===== src/rtl/svc_rv_div_ctrl_pkg.sv =====
// Shared constants for the RV32M divide/remainder sequencer.
// The op encoding equals funct3[1:0] of the divide-class instructions.
package svc_rv_div_ctrl_pkg;

  localparam logic [1:0] DIV_OP_DIV  = 2'd0;
  localparam logic [1:0] DIV_OP_DIVU = 2'd1;
  localparam logic [1:0] DIV_OP_REM  = 2'd2;
  localparam logic [1:0] DIV_OP_REMU = 2'd3;

  function automatic logic op_is_signed(input logic [1:0] op);
    return (op == DIV_OP_DIV) || (op == DIV_OP_REM);
  endfunction

  function automatic logic op_is_rem(input logic [1:0] op);
    return (op == DIV_OP_REM) || (op == DIV_OP_REMU);
  endfunction

endpackage


===== src/rtl/svc_rv_div_ctrl.sv =====
// Radix-2 restoring divide/remainder sequencer for the EX stage.
// Holds the instruction in EX through op_active and drops it in the DONE cycle.
module svc_rv_div_ctrl
  import svc_rv_div_ctrl_pkg::*;
#(
  parameter int XLEN = 32
) (
  input  logic            clk,
  input  logic            rst,
  input  logic            start,
  input  logic [1:0]      op,
  input  logic [XLEN-1:0] rs1,
  input  logic [XLEN-1:0] rs2,
  input  logic            flush,
  output logic            op_active,
  output logic            result_valid,
  output logic [XLEN-1:0] result
);

  localparam int CNT_W = $clog2(XLEN);
  localparam logic [CNT_W-1:0] CNT_LAST = CNT_W'(XLEN - 1);
  localparam logic [XLEN-1:0] XMIN = {1'b1, {(XLEN-1){1'b0}}};

  typedef enum logic [1:0] {IDLE, CALC, DONE} state_e;

  state_e state_q, state_d;
  logic is_rem_q, is_rem_d, neg_quo_q, neg_quo_d, neg_rem_q, neg_rem_d;
  logic [XLEN-1:0] div_q, div_d, rem_q, rem_d, quo_q, quo_d, result_q, result_d;
  logic [CNT_W-1:0] cnt_q, cnt_d;

  function automatic logic [XLEN-1:0] negate(input logic [XLEN-1:0] v);
    return ~v + XLEN'(1);
  endfunction

  // One restoring step; the trial subtraction needs XLEN+1 bits because the
  // shifted partial remainder can exceed XLEN bits before it is reduced.
  function automatic logic [2*XLEN-1:0] div_step(input logic [XLEN-1:0] rem,
                                                 input logic [XLEN-1:0] quo,
                                                 input logic [XLEN-1:0] dvs);
    logic [XLEN:0] part;
    logic [XLEN:0] trial;
    part  = {rem, quo[XLEN-1]};
    trial = part - {1'b0, dvs};
    if (!trial[XLEN]) return {trial[XLEN-1:0], quo[XLEN-2:0], 1'b1};
    return {part[XLEN-1:0], quo[XLEN-2:0], 1'b0};
  endfunction

  logic            sgn_op, rs1_neg, rs2_neg, div_zero, sgn_ovf, accept, keep;
  logic [2*XLEN-1:0] step;
  logic [XLEN-1:0] rem_nx, quo_nx;

  assign sgn_op   = op_is_signed(op);
  assign rs1_neg  = sgn_op & rs1[XLEN-1];
  assign rs2_neg  = sgn_op & rs2[XLEN-1];
  assign div_zero = (rs2 == '0);
  assign sgn_ovf  = sgn_op && (rs1 == XMIN) && (rs2 == '1);
  assign accept   = start && !flush;
  assign keep     = start && !flush;
  assign step     = div_step(rem_q, quo_q, div_q);
  assign rem_nx   = step[2*XLEN-1:XLEN];
  assign quo_nx   = step[XLEN-1:0];

  always_ff @(posedge clk) begin
    if (rst) begin
      state_q   <= IDLE;
      is_rem_q  <= 1'b0;
      neg_quo_q <= 1'b0;
      neg_rem_q <= 1'b0;
      div_q     <= '0;
      rem_q     <= '0;
      quo_q     <= '0;
      cnt_q     <= '0;
      result_q  <= '0;
    end else begin
      state_q   <= state_d;
      is_rem_q  <= is_rem_d;
      neg_quo_q <= neg_quo_d;
      neg_rem_q <= neg_rem_d;
      div_q     <= div_d;
      rem_q     <= rem_d;
      quo_q     <= quo_d;
      cnt_q     <= cnt_d;
      result_q  <= result_d;
    end
  end

  always_comb begin
    state_d = state_q;
    unique case (state_q)
      IDLE: if (accept) state_d = (div_zero || sgn_ovf) ? DONE : CALC;
      CALC: begin
        if (!keep) state_d = IDLE;
        else if (cnt_q == CNT_LAST) state_d = DONE;
      end
      DONE:    state_d = IDLE;
      default: state_d = IDLE;
    endcase
  end

  always_comb begin
    is_rem_d  = is_rem_q;
    neg_quo_d = neg_quo_q;
    neg_rem_d = neg_rem_q;
    div_d     = div_q;
    rem_d     = rem_q;
    quo_d     = quo_q;
    cnt_d     = cnt_q;
    result_d  = result_q;
    unique case (state_q)
      IDLE: if (accept) begin
        is_rem_d  = op_is_rem(op);
        neg_quo_d = rs1_neg ^ rs2_neg;
        neg_rem_d = rs1_neg;
        div_d     = rs2_neg ? negate(rs2) : rs2;
        quo_d     = rs1_neg ? negate(rs1) : rs1;
        rem_d     = '0;
        cnt_d     = '0;
        if (div_zero)     result_d = op_is_rem(op) ? rs1 : '1;
        else if (sgn_ovf) result_d = op_is_rem(op) ? '0 : XMIN;
      end
      CALC: if (keep) begin
        rem_d = rem_nx;
        quo_d = quo_nx;
        cnt_d = cnt_q + CNT_W'(1);
        // Sign fix-up is folded into the final iteration so result is registered.
        if (cnt_q == CNT_LAST) begin
          if (is_rem_q) result_d = neg_rem_q ? negate(rem_nx) : rem_nx;
          else          result_d = neg_quo_q ? negate(quo_nx) : quo_nx;
        end
      end
      default: ;
    endcase
  end

  always_comb begin
    op_active    = start && (state_q != DONE) && !rst;
    result_valid = (state_q == DONE) && !rst;
    result       = rst ? '0 : result_q;
  end

endmodule


===== config.mk =====
export PLATFORM = sky130hd
export DESIGN_NAME = svc_rv_div_ctrl
export DESIGN_NICKNAME = d
export VERILOG_FILES = /design/src/rtl/svc_rv_div_ctrl_pkg.sv /design/src/rtl/svc_rv_div_ctrl.sv
export SDC_FILE = /design/constraint.sdc
export NUM_CORES = 1
export LEC_CHECK = 0
export ABC_AREA = 0
export BUFFER_PORTS_ARGS = -buffer_cell sky130_fd_sc_hd__buf_2
export CORE_MARGIN = 10
export CORE_UTILIZATION = 25
export CTS_BUF_LIST = sky130_fd_sc_hd__clkbuf_8 sky130_fd_sc_hd__clkbuf_16
export DETAILED_ROUTE_END_ITERATION = 8
export SYNTH_ARGS = -nofsm -noshare
export SYNTH_HDL_FRONTEND = slang
export SYNTH_SLANG_ARGS = --single-unit

===== constraint.sdc =====
create_clock -name clk -period 5.4 [get_ports clk]
set_input_delay 0.27 -clock clk [delete_from_list [all_inputs] [get_ports clk]]
set_output_delay 0.27 -clock clk [all_outputs]
set_load 0.03 [all_outputs]

### Yosys cells after proc, flatten, opt, wreduce, memory -nomap -nowiden

Index checks and enable logic that the tools add are counted.

| storage, ports and cells | value |
|---|---|
| bits in latches | 0 |
| ROM bits | 0 |
| bits in registers | 138 |
| memories kept | 0 |
| input bits | 70 |
| logic and storage cells | 83 |
| bits in writable memories | 0 |
| output and inout bits | 34 |

| cells by class | value |
|---|---|
| muxes and demuxes | 29 |
| equal/unequal tests | 13 |
| bitwise logic cells | 7 |
| reduce and logical (&&, ||, !) cells | 19 |
| $lt $le $gt $ge | 0 |
| $add $sub $neg | 6 |
| shifts and indexed selects | 0 |
| multipliers | 0 |
| divide/modulo/power cells | 0 |

Operators by type and width:

| kind | number |
|---|---|
| two-way mux 32 bit | 17 |
| one-hot mux 32 bit (2 select lines) | 3 |
| adder 32 x 1 -> 32 bit, second input constant | 4 |
| inverter 32 bit | 4 |
| equality test 32 bit, second input constant | 2 |
| two-way mux 64 bit | 1 |
| subtractor 33 x 32 -> 33 bit | 1 |
| zero test 32 bit | 1 |
| two-way mux 5 bit | 2 |
| one-hot mux 5 bit (2 select lines) | 1 |
| two-way mux 2 bit | 4 |
| inequality test 2 bit, second input constant | 4 |
| equality test 2 bit, second input constant | 3 |
| logical AND 1 bit | 6 |
| inequality test 3 bit, second input constant | 2 |
| adder 5 x 1 -> 5 bit, second input constant | 1 |
| equality test 5 bit, second input constant | 1 |
| AND reduction 5 bit | 1 |
| zero test 2 bit | 2 |
| one-hot mux 2 bit (2 select lines) | 1 |
| AND reduction 2 bit | 2 |
| logical OR 1 bit | 3 |
| AND reduction 3 bit | 1 |
| bitwise AND 1 bit | 2 |
| 4 further kinds | 5 |

### Longest topological paths before layout

Gate-level depths: netlist (run 1).

| logic depth | value |
|---|---|
| depth in word-level cells | 9 |
| depth in mapped cells | 24 |
| depth with buffers taken out | 23 |

### Least setup slack after synthesis (run 1)

No wires, ideal clock.

| timing | value |
|---|---|
| path kind | reg-to-reg |
| from | register quo_q[31] |
| to | register result_q[20] |
| setup slack | 0.545 ns |
| buffers on the path | 2 |
| data required time | 5.279 ns |
| clock period less this slack | 4.855 ns |
| arrival | 4.735 ns |
| stages on the path, launching flop included | 25 |
| setup time | 0.121 ns |
| cell sequence | dfxtp_1 -> inv_1 -> ha_1 -> fa_1 -> nor2b_1 -> o31ai_1 -> a21oi_1 -> o211ai_1 -> a21oi_1 -> o21a_1 -> nor2_1 -> clkinv_1 -> clkbuf_1 -> buf_1 -> o21ai_0 -> inv_1 -> ha_1 -> inv_1 -> a211o_1 -> or3_1 -> o22a_1 -> o21bai_1 -> o31ai_1 -> xor2_1 -> o21ai_1 |

| between the ends | value |
|---|---|
| longest elaborated chain between the ends | 9 |
| elaborated cells on any way between the ends | 12 |
| those cells by class | add/sub: 3; mux: 7; bitwise: 2 |

RTL lines:

| element | RTL line | text |
|---|---|---|
| start: declaration | svc_rv_div_ctrl.sv:28 | `logic [XLEN-1:0] div_q, div_d, rem_q, rem_d, quo_q, quo_d, result_q, result_d;` |
| start signal: assignment | svc_rv_div_ctrl.sv:81 | `quo_q <= quo_d;` |
| subtractor 33 x 32 -> 33 bit | svc_rv_div_ctrl.sv:43 | `trial = part - {1'b0, dvs};` |
| two-way mux 64 bit * | svc_rv_div_ctrl.sv:45 | `return {part[XLEN-1:0], quo[XLEN-2:0], 1'b0};` |
| inverter 32 bit | svc_rv_div_ctrl.sv:32 | `return ~v + XLEN'(1);` |
| adder 32 x 1 -> 32 bit | svc_rv_div_ctrl.sv:32 |  |
| two-way mux 32 bit, on equally long branches | svc_rv_div_ctrl.sv:128, svc_rv_div_ctrl.sv:127 |  |
| two-way mux 32 bit * | svc_rv_div_ctrl.sv:127 | `if (is_rem_q) result_d = neg_rem_q ? negate(rem_nx) : rem_nx;` |
| two-way mux 32 bit * | svc_rv_div_ctrl.sv:126 | `if (cnt_q == CNT_LAST) begin` |
| two-way mux 32 bit * | svc_rv_div_ctrl.sv:121 | `CALC: if (keep) begin` |
| one-hot mux 32 bit (2 select lines) * | svc_rv_div_ctrl.sv:109 | `unique case (state_q)` |
| end signal: assignment | svc_rv_div_ctrl.sv:83 | `result_q <= result_d;` |
| end: declaration | svc_rv_div_ctrl.sv:28 |  |

Every way passes the cells marked *; elsewhere a longest branch is shown, timed or not. The select of a mux whose other input is x is not followed.
A chain may end at the register's enable or synchronous reset.

### Final worst setup path (run 1)

Same ends and word-level chain as after synthesis.

==> impl_metrics.tcl, run 1 <==
set metrics [dict create \
    antenna_left 0 \
    hold_viol_final 0 \
    finalMaxSlewViolations 0 \
    core_um2 45500 \
    required_ns 5.72 \
    ys_seq_area_frac 0.239 \
    final_core_util 0.295 \
    dieArea_um2 55100 \
    fmax_mhz 205 \
    design_area_um2 13400 \
    synth_cell_types 83 \
    tightestPinTransition_ns 1.27 \
    power.internal_uw 2280 \
    drive_gt1_frac 0.122 \
    synth_ff_type "dfxtp_1" \
    grt_pass1_wl_mm 69.6 \
    peakVddDrop_v 0.000197 \
    nFillCells 5052 \
    synth_compound_area_frac 0.304 \
    drt_wl_total_mm 44.3 \
    initialDrtViolationCount 1312 \
    synth_top_area_share 0.239 \
    ios 104 \
    synth_top_family_by_area "compound AO/OA/AOI/OAI gates" \
    p_clk_frac 0.460 \
    synth-xor-area-share 0.0994 \
    power_frac_seq 0.333 \
    critPathMaxFanout 20 \
    area_delta_synth_final_pct 16.3 \
    grt_setup_unrepaired "false" \
    clock_latency_ns 0.45 \
    port_buffers 103 \
    num_rows 78 \
    place_area_um2 12700 \
    crit_type "reg -> reg" \
    vias 12500 \
    leakage_uw 0.00499 \
    die_h_um 235 \
    syn_area_per_cell_um2 7.20 \
    seq_area_um2 2760 \
    period_needed_ns 4.88 \
    overflow 0 \
    die_x_um 235 \
    netlist_top_cells_area "dfxtp_1, a21oi_1, xnor2_1" \
    grt_max_degree 98 \
    clkTransAtPathRegs_ns 0.06 \
    dr.pass1.iters 6 \
    vias_per_cell 5.52 \
    switching_share 0.300 \
    antenna_found_initial 0 \
    dp_hpwl_mm 34.0 \
    synth-edff-count 0 \
    syn-num-nets 1713 \
    wire_per_inst_um 19.5 \
    pwr-share-comb 0.207 \
    syn_inst 1603 \
    period_share 0.904 \
    yosys_warnings 0 \
    grt_usage 0.154 \
    switching_power_uw 979 \
    drv_cap 0 \
    p_per_area_nw_per_um2 243 \
    grt_pass1_vias 11800 \
    place_congestion 0.906 \
    cts_root_buffer "clkbuf_16" \
    slew_headroom 0.150 \
    netlist_top_cells_count "nor2_1, nand2_1, a21oi_1, dfxtp_1, o21ai_0" \
    nNetsFinal 1766 \
    status "complete, no violations" \
    fin_tns_setup_ns 0 \
    cts_buffer_depth 2 \
    yosys.area.top_type "dfxtp_1" \
    num_antenna_cells 0 \
    ctsHoldBuffers 0 \
    setup_violations 0 \
    critPathCaptureType "flop" \
    cts_tree "yes" \
    syn-cell-area_um2 11500 \
    synthMuxAreaShare 0.0196 \
    synth_most_common_cell "nor2_1" \
    drc 0 \
    cp-start-kind "flop" \
    synth-seq-cells 138 \
    clock-sinks 138 \
    synth_fa_ha_area_frac 0.0440 \
    start_util 0.254 \
    clock_skew_ns 0.0156 \
    ys_async_sr_fraction 0 \
    htreeDepth 4 \
    cts_buffers 17 \
    hp-class "in -> reg" \
    synthSimpleGateAreaFrac 0.238 \
    arrival_ns 5.21 \
    multi_input_area_um2 8160 \
]
==> critical path: stages, from the launching register on <==
cell and delay, ns:
dfxtp_1 0.35, inv_1 0.10, ha_1 0.19, fa_1 0.23, nor2b_1 0.09, o31ai_1 0.35, a21oi_1 0.19, o211ai_1 0.40
a21oi_2 0.15, o21a_1 0.22, buf_4 0.22, o21ai_0 0.16, o21ai_0 0.16, inv_1 0.09, ha_1 0.22, inv_1 0.08
a211o_1 0.25, or3_1 0.36, o22a_1 0.21, o21bai_1 0.19, o31ai_1 0.31, xor2_1 0.18, o21ai_1 0.07
==> per-layer routing <==
layer	track usage	routed length, µm	up-vias
li1	-	-	5944
met3	0.0204	2720	71
met4	0.0472	1080	0
met1	0.208	20000	5984
met5	0	0	-
met2	0.248	20500	515
==> per-stage QoR <==
step	setup WS [ns]	std cells	power (µW)	hold WS, ns
after CTS	0.464	2268	3260	0.113
final	0.520	2269	3260	0.126
after global routing	0.0842	2269	3380	0.131
after detailed placement	0.516	2236	1770	0.450
after floorplan	0.545	1603	1550	0.406
after global placement	0.681	2236	1760	0.442
==> sequential cells by signal, indices dropped and copies added (netlist names) <==
name / count
quo_q: 32
cnt_q: 5
div_q: 32
rem_q: 32
result_q: 32
neg_quo_q: 1
neg_rem_q: 1
is_rem_q: 1
state_q: 2
==> kinds of logic (layout without fill, tap and decap cells) <==
group,Yosys count,count (layout)
AO/OA/AOI/OAI,535,535
XOR/XNOR,131,131
adder cells (fa/ha/maj),40,40
buffers and inverters,169,235
flip-flops,138,138
multiplexers,22,22
AND/OR/NAND/NOR,568,568
==> cell usage in the layout, fill, tap and decap left out, types with 44 or more instances in the layout <==
cell type / Yosys / routed
nor3_1: 45 / 44
nor2_1: 171 / 168
xnor2_1: 82 / 82
inv_1: 67 / 68
nor2b_1: 48 / 48
nand2_1: 161 / 160
o21ai_0: 106 / 106
a21oi_1: 146 / 145
buf_2: 3 / 102
xor2_1: 49 / 49
dfxtp_1: 138 / 138
==> final timing paths <==
path	cells after the start	start	endpoint	slack, ns
setup reg to reg	22	quo_q[31]$_SDFFE_PP0P_	result_q[20]$_SDFFE_PP0P_	0.52
hold / removal	3	op[1]	is_rem_q$_SDFFE_PP0P_	0.13
hold reg to reg	2	cnt_q[4]$_SDFFE_PP0P_	cnt_q[4]$_SDFFE_PP0P_	0.45
setup / recovery	22	quo_q[31]$_SDFFE_PP0P_	result_q[20]$_SDFFE_PP0P_	0.52
==> power groups by stage <==
stage | combinational (µW) | clock, µW | sequential (µW)
floorplan | 451 | 0 | 1100
finish | 675 | 1500 | 1090
detailed placement | 658 | 0 | 1110
global placement | 656 | 0 | 1110
global route | 739 | 1550 | 1090
CTS | 663 | 1510 | 1090
==> layout make-up <==
cell class | instances | area share
Multi-Input combinational cell | 1296 | 0.608
Sequential cell | 138 | 0.206
Timing Repair Buffer | 134 | 0.0562
Tap cell | 600 | 0.0560
Clock buffer | 20 | 0.0348
Clock inverter | 12 | 0.0198
Inverter | 69 | 0.0193
==> repair_timing <==
action / in CTS / in global routing
endpoints found under the setup margin: 0 / 1
endpoints found under the hold margin: 0 / 0
resized for setup: 0 / 1
buffers inserted: 0 / 1
No activity file was read; power rests on OpenSTA's default activity.
==> run 2: changes to the inputs <==
- CELL_PAD_IN_SITES_DETAIL_PLACEMENT: default -> 1
- CELL_PAD_IN_SITES_GLOBAL_PLACEMENT: default -> 1
- PLACE_DENSITY_LB_ADDON: default -> 0.1
==> run 2 against run 1 <==
- clock power shrank 9%
- critical path depth stayed put
- global-route usage increased by 3.0 points
- combinational power rose by 4.4%
- flip-flop and latch count did not move
- critical endpoint unchanged
- largest cell class unchanged
==> impl_metrics.tcl, run 2 (synthesized netlist as in run 1, its figures left out) <==
set metrics [dict create \
    antenna_left 0 \
    initialDrtViolationCount 639 \
    p_clk_frac 0.434 \
    switching_power_uw 1060 \
    final_core_util 0.294 \
    hold_viol_final 0 \
    slew_headroom 0.283 \
    place_congestion 0.855 \
    finalMaxSlewViolations 0 \
    num_rows 78 \
    setup_violations 0 \
    crit_path_max_incr_delay_ns 0.48 \
    layout_commonest_cell "nor2_1" \
    vias_per_cell 5.37 \
    grt_pass1_wl_mm 79.6 \
    vias 12200 \
    core_um2 45500 \
    peakVddDrop_v 0.000186 \
    tightestPinTransition_ns 1.07 \
    p_per_area_nw_per_um2 236 \
    cts_buffers 17 \
    period_share 0.918 \
    dr.pass1.iters 5 \
    r2r_slack_ns 0.44 \
    layout_setup_ws_ns 0.441 \
    required_ns 5.78 \
    pwr-share-comb 0.223 \
    die_x_um 235 \
    ios 104 \
    fmax_mhz 202 \
    fin_tns_setup_ns 0 \
    instances_no_fill 2272 \
    die_h_um 235 \
    power_frac_seq 0.343 \
    port_buffers 103 \
    grt_pass1_vias 12800 \
    cts_root_buffer "clkbuf_16" \
    dp_hpwl_mm 39.6 \
    grt_setup_unrepaired "false" \
    antenna_found_initial 0 \
    wire_per_inst_um 22.6 \
    nNetsFinal 1769 \
    clkTransAtPathRegs_ns 0.07 \
    clock-sinks 138 \
    arrival_ns 5.34 \
    area_delta_synth_final_pct 16.0 \
    leakage_uw 0.00497 \
    place_area_um2 12700 \
    status "complete, no violations" \
    drc 0 \
    crit_type "reg -> reg" \
    cp-start-kind "flop" \
    grt_max_degree 93 \
    power.internal_uw 2100 \
    hp-class "in -> reg" \
    timing.rr.start "div_q[28]$_SDFFE_PP0P_" \
    drv_cap 0 \
    grt_usage 0.184 \
    design_area_um2 13400 \
    ctsHoldBuffers 0 \
    path_cells "inv_1, ha_1, and4_1, nand3_1, nor3_2, or3b_2, a21oi_2, nor3_2, nor2_2, clkinv_1, nand2_1, o21ai_0, inv_1, ha_1, inv_1, a211o_1, or3_1, o22a_1, o21bai_1, o31ai_1, xor2_1, o21ai_1" \
    cts_tree "yes" \
    final_cell_mix "nor2_1, nand2_1, a21oi_1, dfxtp_1, o21ai_0" \
    period_needed_ns 4.96 \
    cts_buffer_depth 2 \
    critPathMaxFanout 7 \
    num_antenna_cells 0 \
    critPathCaptureType "flop" \
    htreeDepth 4 \
    drt_wl_total_mm 51.3 \
    clock_skew_ns 0.0109 \
    overflow 0 \
    crit_path_frequent_cell "inv_1" \
    switching_share 0.335 \
    dieArea_um2 55100 \
    drive_gt1_frac 0.128 \
    crit_path_start "div_q[28]$_SDFFE_PP0P_" \
    start_util 0.254 \
    dp.cells 2240 \
    place_ws_ns 0.326 \
    crit_path_top_delay_cell "or3b_2" \
    clock_latency_ns 0.50 \
    hp-start "rs2[1]" \
]
run 2: final timing paths:
kind / endpoint / cells past startpoint
hold reg to reg: div_q[31]$_SDFFE_PP0P_ / 2
hold / removal: div_q[1]$_SDFFE_PP0P_ / 3
setup / recovery: result_q[20]$_SDFFE_PP0P_ / 22
setup reg to reg: result_q[20]$_SDFFE_PP0P_ / 22
run 2: layout make-up:
cell class / instances / area [µm²]
well taps: 600 / 751
fillers: 5661 / 32100
clock inverters: 12 / 188
flip-flops and latches: 138 / 2760
clock buffers: 20 / 467
inverters: 69 / 259
multi-input cells: 1296 / 8180
repair buffers: 137 / 777
run 2: per-stage QoR:
stage / power [µW] / hold slack [ns]
after global routing: 3320 / 0.104
after detailed placement: 1810 / 0.447
after floorplan: 1550 / 0.406
after global placement: 1810 / 0.441
final: 3160 / 0.0866
after CTS: 3200 / 0.0532
run 2: critical path, delay by kind of cell, from the launching register on:
family	cells	cell delay [ns]
xor gates and xnor gates	1	0.21
DFF	1	0.33
and+or+nand+nor	8	1.85
adders and majority gates	2	0.60
AOI/OAI and AO/OA	7	1.41
buffers and inverters	4	0.46
run 2: repair_timing:
action,4_1_cts,5_1_grt
endpoints found under the setup margin,0,10
gates resized for setup,0,6
setup buffers,0,0
hold endpoints to repair,0,0
run 2: power groups by stage:
stage | logic, µW | registers, µW | clock network, µW
4_1_cts | 702 | 1090 | 1410
6_report | 705 | 1090 | 1370
2_1_floorplan | 451 | 1100 | 0
5_1_grt | 779 | 1090 | 1450
3_5_place_dp | 697 | 1110 | 0
3_3_place_gp | 697 | 1110 | 0
run 2: metal layers:
metal,GRT usage,vias to the layer above,wire (µm)
met4,0.0571,0,931
met3,0.0310,49,1760
met1,0.244,6046,24900
met5,0,-,0
met2,0.296,184,23700
li1,-,5929,-
